File: config.mk
export PLATFORM = sky130hd
export DESIGN_NAME = dfd_apb_cmd_seq
export DESIGN_NICKNAME = d
export VERILOG_FILES = /design/src/rtl/dfd_apb_cmd_seq.sv
export SDC_FILE = /design/constraint.sdc
export NUM_CORES = 1
export LEC_CHECK = 0
export CAP_MARGIN = 20
export CELL_PAD_IN_SITES_DETAIL_PLACEMENT = 1
export CELL_PAD_IN_SITES_GLOBAL_PLACEMENT = 2
export CORE_MARGIN = 8
export CORE_UTILIZATION = 45
export DETAILED_ROUTE_END_ITERATION = 8
export DONT_BUFFER_PORTS = 1
export PLACE_DENSITY_LB_ADDON = 0.12
export SYNTH_ARGS = -nofsm -noshare
export SYNTH_HDL_FRONTEND = slang
export SYNTH_SLANG_ARGS = --single-unit
File: constraint.sdc
create_clock -name clk -period 12.86 [get_ports clk]
set_clock_uncertainty 0.15 [all_clocks]
set_input_delay 1.286 -clock clk [delete_from_list [all_inputs] [get_ports clk]]
set_output_delay 1.286 -clock clk [all_outputs]
set_load 0.02 [all_outputs]
File: src/rtl/dfd_apb_cmd_seq.sv
// APB command sequencer: buffers WRITE/READ/POLL commands in a FIFO and executes
// them one at a time as APB master transfers, returning one response per command.
module dfd_apb_cmd_seq #(
  parameter int ADDR_WIDTH     = 23,
  parameter int DATA_WIDTH     = 32,
  parameter int CMD_DEPTH      = 8,
  parameter int TIMEOUT_CYCLES = 256,
  parameter int MAX_POLL       = 16
) (
  input  logic                           clk,
  input  logic                           reset_n,
  input  logic                           i_cmd_valid,
  output logic                           o_cmd_ready,
  input  logic [1:0]                     i_cmd_op,
  input  logic [ADDR_WIDTH-1:0]          i_cmd_addr,
  input  logic [DATA_WIDTH-1:0]          i_cmd_wdata,
  input  logic [DATA_WIDTH-1:0]          i_cmd_mask,
  input  logic [DATA_WIDTH/8-1:0]        i_cmd_strb,
  output logic                           o_rsp_valid,
  input  logic                           i_rsp_ready,
  output logic [DATA_WIDTH-1:0]          o_rsp_rdata,
  output logic                           o_rsp_err,
  output logic                           o_rsp_timeout,
  output logic [$clog2(MAX_POLL+1)-1:0]  o_rsp_attempts,
  output logic [ADDR_WIDTH-1:0]          paddr,
  output logic                           psel,
  output logic                           penable,
  output logic [DATA_WIDTH/8-1:0]        pstrb,
  output logic                           pwrite,
  output logic [DATA_WIDTH-1:0]          pwdata,
  input  logic                           pready,
  input  logic [DATA_WIDTH-1:0]          prdata,
  input  logic                           pslverr,
  output logic                           o_busy,
  output logic [$clog2(CMD_DEPTH+1)-1:0] o_cmd_count
);

  // state  | meaning
  // IDLE   | waiting for a command; pops FIFO head (or bypasses an incoming push)
  // SETUP  | APB setup phase, psel=1 penable=0
  // ACCESS | APB access phase, waiting on pready with timeout down-counter
  // GAP    | one idle cycle with psel low between POLL transfers
  // RESP   | response held until i_rsp_ready

  localparam int STRB_W = DATA_WIDTH / 8;
  localparam int CNT_W  = $clog2(CMD_DEPTH + 1);
  localparam int PTR_W  = $clog2(CMD_DEPTH);
  localparam int ATT_W  = $clog2(MAX_POLL + 1);
  localparam int TMR_W  = $clog2(TIMEOUT_CYCLES + 1);

  localparam logic [1:0] OP_WRITE = 2'd0;
  localparam logic [1:0] OP_POLL  = 2'd2;
  localparam logic [1:0] OP_RSVD  = 2'd3;

  typedef enum logic [2:0] {ST_IDLE, ST_SETUP, ST_ACCESS, ST_GAP, ST_RESP} state_t;

  state_t state;

  logic [1:0]            fifo_op    [CMD_DEPTH];
  logic [ADDR_WIDTH-1:0] fifo_addr  [CMD_DEPTH];
  logic [DATA_WIDTH-1:0] fifo_wdata [CMD_DEPTH];
  logic [DATA_WIDTH-1:0] fifo_mask  [CMD_DEPTH];
  logic [STRB_W-1:0]     fifo_strb  [CMD_DEPTH];

  logic [PTR_W-1:0] wr_ptr, rd_ptr;
  logic [CNT_W-1:0] cmd_count;
  logic             fifo_empty, push, pop;

  logic [1:0]            head_op;
  logic [ADDR_WIDTH-1:0] head_addr;
  logic [DATA_WIDTH-1:0] head_wdata, head_mask;
  logic [STRB_W-1:0]     head_strb;

  logic [1:0]            w_op;
  logic [DATA_WIDTH-1:0] w_wdata, w_mask;
  logic [ATT_W-1:0]      attempts;
  logic [TMR_W-1:0]      tmr;
  logic                  poll_match;

  assign fifo_empty  = (cmd_count == '0);
  assign o_cmd_ready = (cmd_count < CNT_W'(CMD_DEPTH));
  assign push        = i_cmd_valid & o_cmd_ready;
  // An empty FIFO in IDLE hands the incoming command straight to the FSM so the
  // transfer starts the cycle after the push.
  assign pop         = (state == ST_IDLE) & (~fifo_empty | push);
  assign o_cmd_count = cmd_count;
  assign o_busy      = (state != ST_IDLE) | ~fifo_empty;

  assign head_op    = fifo_empty ? i_cmd_op    : fifo_op[rd_ptr];
  assign head_addr  = fifo_empty ? i_cmd_addr  : fifo_addr[rd_ptr];
  assign head_wdata = fifo_empty ? i_cmd_wdata : fifo_wdata[rd_ptr];
  assign head_mask  = fifo_empty ? i_cmd_mask  : fifo_mask[rd_ptr];
  assign head_strb  = fifo_empty ? i_cmd_strb  : fifo_strb[rd_ptr];

  assign poll_match = ((prdata ^ w_wdata) & w_mask) == '0;

  always_ff @(posedge clk) begin
    if (push) begin
      fifo_op[wr_ptr]    <= i_cmd_op;
      fifo_addr[wr_ptr]  <= i_cmd_addr;
      fifo_wdata[wr_ptr] <= i_cmd_wdata;
      fifo_mask[wr_ptr]  <= i_cmd_mask;
      fifo_strb[wr_ptr]  <= i_cmd_strb;
    end
  end

  always_ff @(posedge clk or negedge reset_n) begin
    if (!reset_n) begin
      wr_ptr    <= '0;
      rd_ptr    <= '0;
      cmd_count <= '0;
    end else begin
      if (push) wr_ptr <= wr_ptr + PTR_W'(1);
      if (pop)  rd_ptr <= rd_ptr + PTR_W'(1);
      case ({push, pop})
        2'b10:   cmd_count <= cmd_count + CNT_W'(1);
        2'b01:   cmd_count <= cmd_count - CNT_W'(1);
        default: cmd_count <= cmd_count;
      endcase
    end
  end

  always_ff @(posedge clk or negedge reset_n) begin
    if (!reset_n) begin
      state          <= ST_IDLE;
      paddr          <= '0;
      psel           <= 1'b0;
      penable        <= 1'b0;
      pstrb          <= '0;
      pwrite         <= 1'b0;
      pwdata         <= '0;
      o_rsp_valid    <= 1'b0;
      o_rsp_rdata    <= '0;
      o_rsp_err      <= 1'b0;
      o_rsp_timeout  <= 1'b0;
      o_rsp_attempts <= '0;
      w_op           <= '0;
      w_wdata        <= '0;
      w_mask         <= '0;
      attempts       <= '0;
      tmr            <= '0;
    end else begin
      case (state)
        ST_IDLE: begin
          if (pop) begin
            w_op    <= head_op;
            w_wdata <= head_wdata;
            w_mask  <= head_mask;
            if (head_op == OP_RSVD) begin
              o_rsp_valid    <= 1'b1;
              o_rsp_rdata    <= '0;
              o_rsp_err      <= 1'b1;
              o_rsp_timeout  <= 1'b0;
              o_rsp_attempts <= '0;
              state          <= ST_RESP;
            end else begin
              paddr    <= head_addr;
              psel     <= 1'b1;
              penable  <= 1'b0;
              pwrite   <= (head_op == OP_WRITE);
              pwdata   <= (head_op == OP_WRITE) ? head_wdata : '0;
              pstrb    <= (head_op == OP_WRITE) ? head_strb : '0;
              attempts <= ATT_W'(1);
              state    <= ST_SETUP;
            end
          end
        end
        ST_SETUP: begin
          penable <= 1'b1;
          tmr     <= TMR_W'(TIMEOUT_CYCLES - 1);
          state   <= ST_ACCESS;
        end
        ST_ACCESS: begin
          if (pready) begin
            psel    <= 1'b0;
            penable <= 1'b0;
            if ((w_op == OP_POLL) && !pslverr && !poll_match &&
                (attempts != ATT_W'(MAX_POLL))) begin
              state <= ST_GAP;
            end else begin
              o_rsp_valid    <= 1'b1;
              o_rsp_rdata    <= (w_op == OP_WRITE) ? '0 : prdata;
              o_rsp_err      <= pslverr | ((w_op == OP_POLL) & ~poll_match);
              o_rsp_timeout  <= (w_op == OP_POLL) & ~pslverr & ~poll_match;
              o_rsp_attempts <= attempts;
              state          <= ST_RESP;
            end
          end else if (tmr == '0) begin
            psel           <= 1'b0;
            penable        <= 1'b0;
            o_rsp_valid    <= 1'b1;
            o_rsp_rdata    <= '0;
            o_rsp_err      <= 1'b1;
            o_rsp_timeout  <= 1'b1;
            o_rsp_attempts <= attempts;
            state          <= ST_RESP;
          end else begin
            tmr <= tmr - TMR_W'(1);
          end
        end
        ST_GAP: begin
          psel     <= 1'b1;
          attempts <= attempts + ATT_W'(1);
          state    <= ST_SETUP;
        end
        ST_RESP: begin
          if (i_rsp_ready) begin
            o_rsp_valid <= 1'b0;
            state       <= ST_IDLE;
          end
        end
        default: state <= ST_IDLE;
      endcase
    end
  end

endmodule

==> results of run 1 <==
registers in the layout, indices dropped and copies added (netlist names), 5 cells and up:
signal / count
tmr: 9
o_rsp_attempts: 5
attempts: 5
fifo_op: 16
w_wdata: 32
o_rsp_rdata: 32
fifo_mask: 256
fifo_addr: 184
fifo_strb: 32
pwdata: 32
w_mask: 32
fifo_wdata: 256
paddr: 23
area by class of cell:
class                   count  area (µm²)
inverters                  50       187.7
repair buffers             33       272.8
flip-flops and latches    939       27230
fillers                  7431       39560
clock inverters            37       375.4
multi-input cells         981        8939
well taps                1060        1326
clock buffers             148        2781
diodes                      2       5.005
synth_stat cells, drive strengths merged, types with 8 or more instances:
cell	n	area, µm²
edfxtp	744	22340
dfrtp	195	4880
nand2	188	705.7
mux4	185	4167
o21ai	134	670.6
mux2i	131	1311
nor2	115	431.7
a21oi	100	500.5
clkbuf	74	277.8
inv	50	187.7
xor2	38	332.8
buf	35	172.7
a22oi	16	120.1
xnor2	9	78.83
ha	8	100.1
power by group:
part | total [mW] | switching [mW] | internal [mW]
logic | 2.79 | 1.66 | 1.13
registers | 4.19 | 0.435 | 3.75
clock network | 2.75 | 1.20 | 1.55
critical path: stages (launching register included):
cell and delay (ns):
dfrtp_1 0.52, nor4_2 0.41, buf_4 0.78, buf_4 0.90, nand2_1 0.42
metrics by stage:
stage / worst slack, ns / instances / hold WS, ns / util
3_5_place_dp: 8.384 / 3063 / 0.3217 / 0.4705
2_1_floorplan: 3.986 / 2079 / 0.3002 / -
4_1_cts: 7.615 / 3248 / 0.1147 / 0.5096
5_1_grt: 7.456 / 3248 / 0.1251 / 0.5096
3_3_place_gp: 8.306 / 3063 / 0.3183 / 0.4704
6_report: 7.632 / 3250 / 0.1633 / 0.5097
metal layers:
metal	wire length [µm]	share of wire	global-route usage
met3	5869	0.063	0.04789
met4	1538	0.016	0.04869
met5	0	0	0
met1	39530	0.42	0.2712
met2	46800	0.50	0.3490
how the worst min path moves through the flow:
stage / from / to / slack (ns) / cells past startpoint
2_1_floorplan: w_mask[10]$_DFFE_PN0P_ / w_mask[10]$_DFFE_PN0P_ / 0.30 / 2
3_3_place_gp: w_mask[11]$_DFFE_PN0P_ / w_mask[11]$_DFFE_PN0P_ / 0.32 / 2
3_5_place_dp: w_mask[11]$_DFFE_PN0P_ / w_mask[11]$_DFFE_PN0P_ / 0.32 / 2
4_1_cts: reset_n / o_cmd_count[1]$_DFFE_PN0P_ / 0.11 / 0
5_1_grt: reset_n / o_cmd_count[1]$_DFFE_PN0P_ / 0.13 / 0
6_report: reset_n / tmr[5]$_DFFE_PN0P_ / 0.16 / 0
kinds of logic (layout without fill, tap and decap cells):
logic type | count (synthesis) | after routing | synth area share
other | 0 | 2 | 0
AND/OR/NAND/NOR | 342 | 342 | 0.03780
flip-flops | 939 | 939 | 0.7416
buffers and inverters | 159 | 268 | 0.01738
multiplexers | 319 | 319 | 0.1502
AO/OA/AOI/OAI | 264 | 264 | 0.03859
adder cells (fa/ha/maj) | 9 | 9 | 0.003272
XOR/XNOR | 47 | 47 | 0.01121
==> reports/metrics.cfg, run 1 <==
[setup_path]
startpoint=o_cmd_count[1]$_DFFE_PN0P_
path_class=flip-flop to output pin
r2r_start=o_cmd_count[1]$_DFFE_PN0P_
worst_setup_path_end_kind=output pin
worstPathRequired_ns=11.42
r2r_end=w_wdata[28]$_DFFE_PN0P_
cp.arrival_ns=3.79
rr_worst_depth=7
reg2reg_slack_ns=8.81
crit_fanout=79
critPathCapture=o_busy
worstSetupStartpointType=flip-flop

[timing]
fin_crit_sh=0.4065
fmax_mhz=191.3
period_needed_ns=5.228
rsz0062_at_grt=no
finalSetupViolCount=0
hold_viol=0
drv_slew=0
tightestPinTransition_ns=1.082
relSlewSlack=0.2785
setup_tns_ns=0

[cts]
insertion_delay_ns=0.68
clk_path_buf_depth=3
cts-hold-fix-buffers=0
cts_tree=built
path_clk_slew_ns=0.06
post_cts_buffers=0
cts_sinks=939
numCtsBuffers=98
h-tree-depth=3
cts_resized=0
clockRootBuffer=clkbuf_16

[finish]
fin_area_mm2=0.04112
fin_nets=2243
layout_commonest_cell=edfxtp_1
layout_common_cells=744 x edfxtp_1, 192 x dfrtp_1, 188 x nand2_1
syn_to_final_growth_pct=12.02
drive_gt1_frac=0.1741

[synthesis]
synth-edff-count=744
ys_seq_elements=939
synth_area_mm2=0.03671
ys_seq_area_frac=0.7416
async_flop_share=0.2077
synth_cell_types=42
yosysWarningCount=0
synth-main-ff-cell=edfxtp_1
synthCells=2079
synth.avg_cell_area_um2=17.66
synth_nets=2219

[die]
fp-row-count=104
io_pins=239
die_y_um=301.6
initial_utilization=0.4550
fp.dieW_um=301.6
design.core.area_mm2=0.08068
dieArea_mm2=0.09097

[routing]
vias_per_cell=5.718
totalWireLength_um=93740
drc_errors=0
dr.pass1.iters=4
wl_per_cell_um=28.84
ant_nets=0
routed-via-count=18580
drt_iter0_markers=1230

[grt]
grt_overflow=0
grt_max_degree=196
grt_pass1_wl_um=137900
antenna_found_initial=3
grt_pass1_vias=20100
grt_usage=0.2063

[power_and_ir_drop]
ir_drop_v=0.0001814
cellPowerDensity_mw_per_mm2=236.5
total_power_mw=9.726
p_leak_nw=14.12

[status]
status=complete, no violations

[flow_run]
cap_violations=0

[placed_design]
place_area_mm2=0.03796
port_buffers=0
detailedPlacementHpwl_um=54530
gp_congestion=0.7545

[worst_hold_path]
min_path_type=input pin to asynchronous set/reset pin

No activity file was read; power rests on OpenSTA's default activity.
==> run 2: changes to the inputs <==
- CORE_UTILIZATION: 45 -> 43
- clock period: 12.86 -> 4.5 ns (I/O delays scaled with it)
==> run 2 against run 1 <==
  * The flow now finishes with violations (hold timing)
  * Utilization down 0.62 points
  * Critical path depth up 4
  * Critical path type is now flip-flop to flip-flop
  * Combinational power rose to 3.0 times the previous value
  * Register-to-register slack worse by 7.8 ns
  * Largest power group unchanged
  * Wire length up 1.6%
  * Sequential share of layout area down 2.5 points
  * Die area up 4.4%
==> reports/metrics.cfg, run 2 (synthesis gave the netlist of run 1 again) <==
[placed_design]
port_buffers=0
detailedPlacementHpwl_um=54450
gp_congestion=0.7595
place_area_mm2=0.03826

[flow_run]
cap_violations=0

[cts]
cts_sinks=939
h-tree-depth=3
cts-hold-fix-buffers=130
clk_path_buf_depth=3
cts_tree=built
insertion_delay_ns=0.64
post_cts_buffers=0
clockRootBuffer=clkbuf_16
numCtsBuffers=100
path_clk_slew_ns=0.06
cts_resized=0

[routing]
dr.pass1.iters=5
totalWireLength_um=95250
drc_errors=0
ant_nets=0
routed-via-count=18920
wl_per_cell_um=27.43
vias_per_cell=5.450
drt_iter0_markers=1306

[die]
fp.dieW_um=308.2
dieArea_mm2=0.09497
design.core.area_mm2=0.08488
fp-row-count=107
die_y_um=308.2
io_pins=239
initial_utilization=0.4325

[timing]
hold_viol=195
tightestPinTransition_ns=1.029
fin_crit_sh=0.7672
setup_tns_ns=0
holdWs_ns=-0.6429
finalSetupViolCount=0
drv_slew=0
period_needed_ns=3.452
rsz0062_at_grt=no
relSlewSlack=0.3141
fmax_mhz=289.6

[finish]
reg_top3=fifo_mask (256), fifo_wdata (256), fifo_addr (184)
layout_commonest_cell=edfxtp_1
fin_area_mm2=0.04273
fillCellCount=7880
layout_common_cells=744 x edfxtp_1, 192 x dfrtp_1, 188 x nand2_1
syn_to_final_growth_pct=16.42
fin_nets=2379
drive_gt1_frac=0.1640

[grt]
antenna_found_initial=11
grt_max_degree=196
grt_usage=0.2007
grt_pass1_vias=20710
grt_overflow=0
grt_pass1_wl_um=141100

[setup_path]
worstSetupStartpointType=flip-flop
critPathBufInv=1
cp_slowest_stage_delay_ns=0.58
worstPathRequired_ns=4.90
r2r_end=o_rsp_rdata[18]$_DFFE_PN0P_
path_class=flip-flop to flip-flop
rr_worst_depth=8
worst_setup_path_end_kind=flip-flop
cp.arrival_ns=3.86
crit_family=simple AND/OR/NAND/NOR gates
crit_fanout=26
crit_chain=xor2_1, a22oi_1, nand4_1, nor4_1, nor3b_1, a211oi_4, buf_4, mux2i_1
cp_slowest_cell=nor4_1
r2r_start=w_wdata[7]$_DFFE_PN0P_
reg2reg_slack_ns=1.05

[power_and_ir_drop]
cellPowerDensity_mw_per_mm2=659.2
ir_drop_v=0.0005810
p_leak_nw=14.72

[status]
status=complete, but fails checks
violations=hold timing

[worst_hold_path]
min_path_type=input pin to asynchronous set/reset pin

-- run 2: cell types whose count changed in the layout (fill, tap and decap cells not counted), moves of 4 or more --
cell,previous run,this run
bufinv_16,2,6
clkbuf_8,12,6
clkinv_1,6,19
clkbuf_1,37,29
clkinv_16,4,0
dlygate4sd3_1,0,130
buf_12,2,15
buf_4,31,22
-- run 2: where the power goes --
part	leakage, nW	internal, mW	total [mW]	switching, mW
sequential	9.19	10.7	11.8	1.07
combinational	3.98	3.39	8.46	5.07
clock	1.55	4.61	7.93	3.32
total	14.7	18.7	28.2	9.46
-- run 2: cell type report --
cell class / count / area (µm²) / share of cell area
well taps: 1144 / 1431 / 0.03350
clock buffers: 137 / 2744 / 0.06421
flip-flops and latches: 939 / 27230 / 0.6373
clock inverters: 49 / 411.6 / 0.009633
inverters: 50 / 187.7 / 0.004392
multi-input cells: 981 / 8946 / 0.2094
repair buffers: 167 / 1767 / 0.04134
diodes: 5 / 12.51 / 0.0002928
-- run 2: worst max path at each step --
stage / start / cells after the start / to / slack (ns)
6_report: w_wdata[7]$_DFFE_PN0P_ / 8 / o_rsp_rdata[18]$_DFFE_PN0P_ / 1.05
5_1_grt: w_wdata[7]$_DFFE_PN0P_ / 8 / o_rsp_rdata[18]$_DFFE_PN0P_ / 1.02
4_1_cts: w_wdata[7]$_DFFE_PN0P_ / 8 / o_rsp_rdata[4]$_DFFE_PN0P_ / 1.24
3_5_place_dp: prdata[7] / 8 / o_rsp_rdata[4]$_DFFE_PN0P_ / 1.19
3_3_place_gp: prdata[7] / 8 / o_rsp_rdata[12]$_DFFE_PN0P_ / 1.20
2_1_floorplan: o_cmd_count[3]$_DFFE_PN0P_ / 3 / fifo_addr[6][0]$_DFFE_PP_ / -1.08
-- run 2: worst reg2reg max path, cell delays in order (launching register included) --
cell	delay, ns
dfrtp_1	0.39
xor2_1	0.15
a22oi_1	0.57
nand4_1	0.20
nor4_1	0.58
nor3b_1	0.27
a211oi_4	0.32
buf_4	0.45
mux2i_1	0.29
-- run 2: stage by stage --
step	util	std cells	worst slack [ns]	total power, mW
after global placement	0.4508	3151	1.204	20.32
after global routing	0.5034	3469	1.024	29.69
after CTS	0.5033	3467	1.236	28.69
final	0.5034	3472	1.048	28.17
after detailed placement	0.4508	3151	1.188	20.48
after floorplan	-	2079	-1.076	17.64
-- run 2: metal layers --
| metal | global-route usage | up-vias | part of all wire |
|---|---|---|---|
| met3 | 0.04806 | 104 | 0.063 |
| met4 | 0.04428 | 4 | 0.017 |
| met2 | 0.3391 | 424 | 0.49 |
| met1 | 0.2644 | 10030 | 0.42 |
| met5 | 0 | - | 0.00022 |
| li1 | - | 8357 | - |
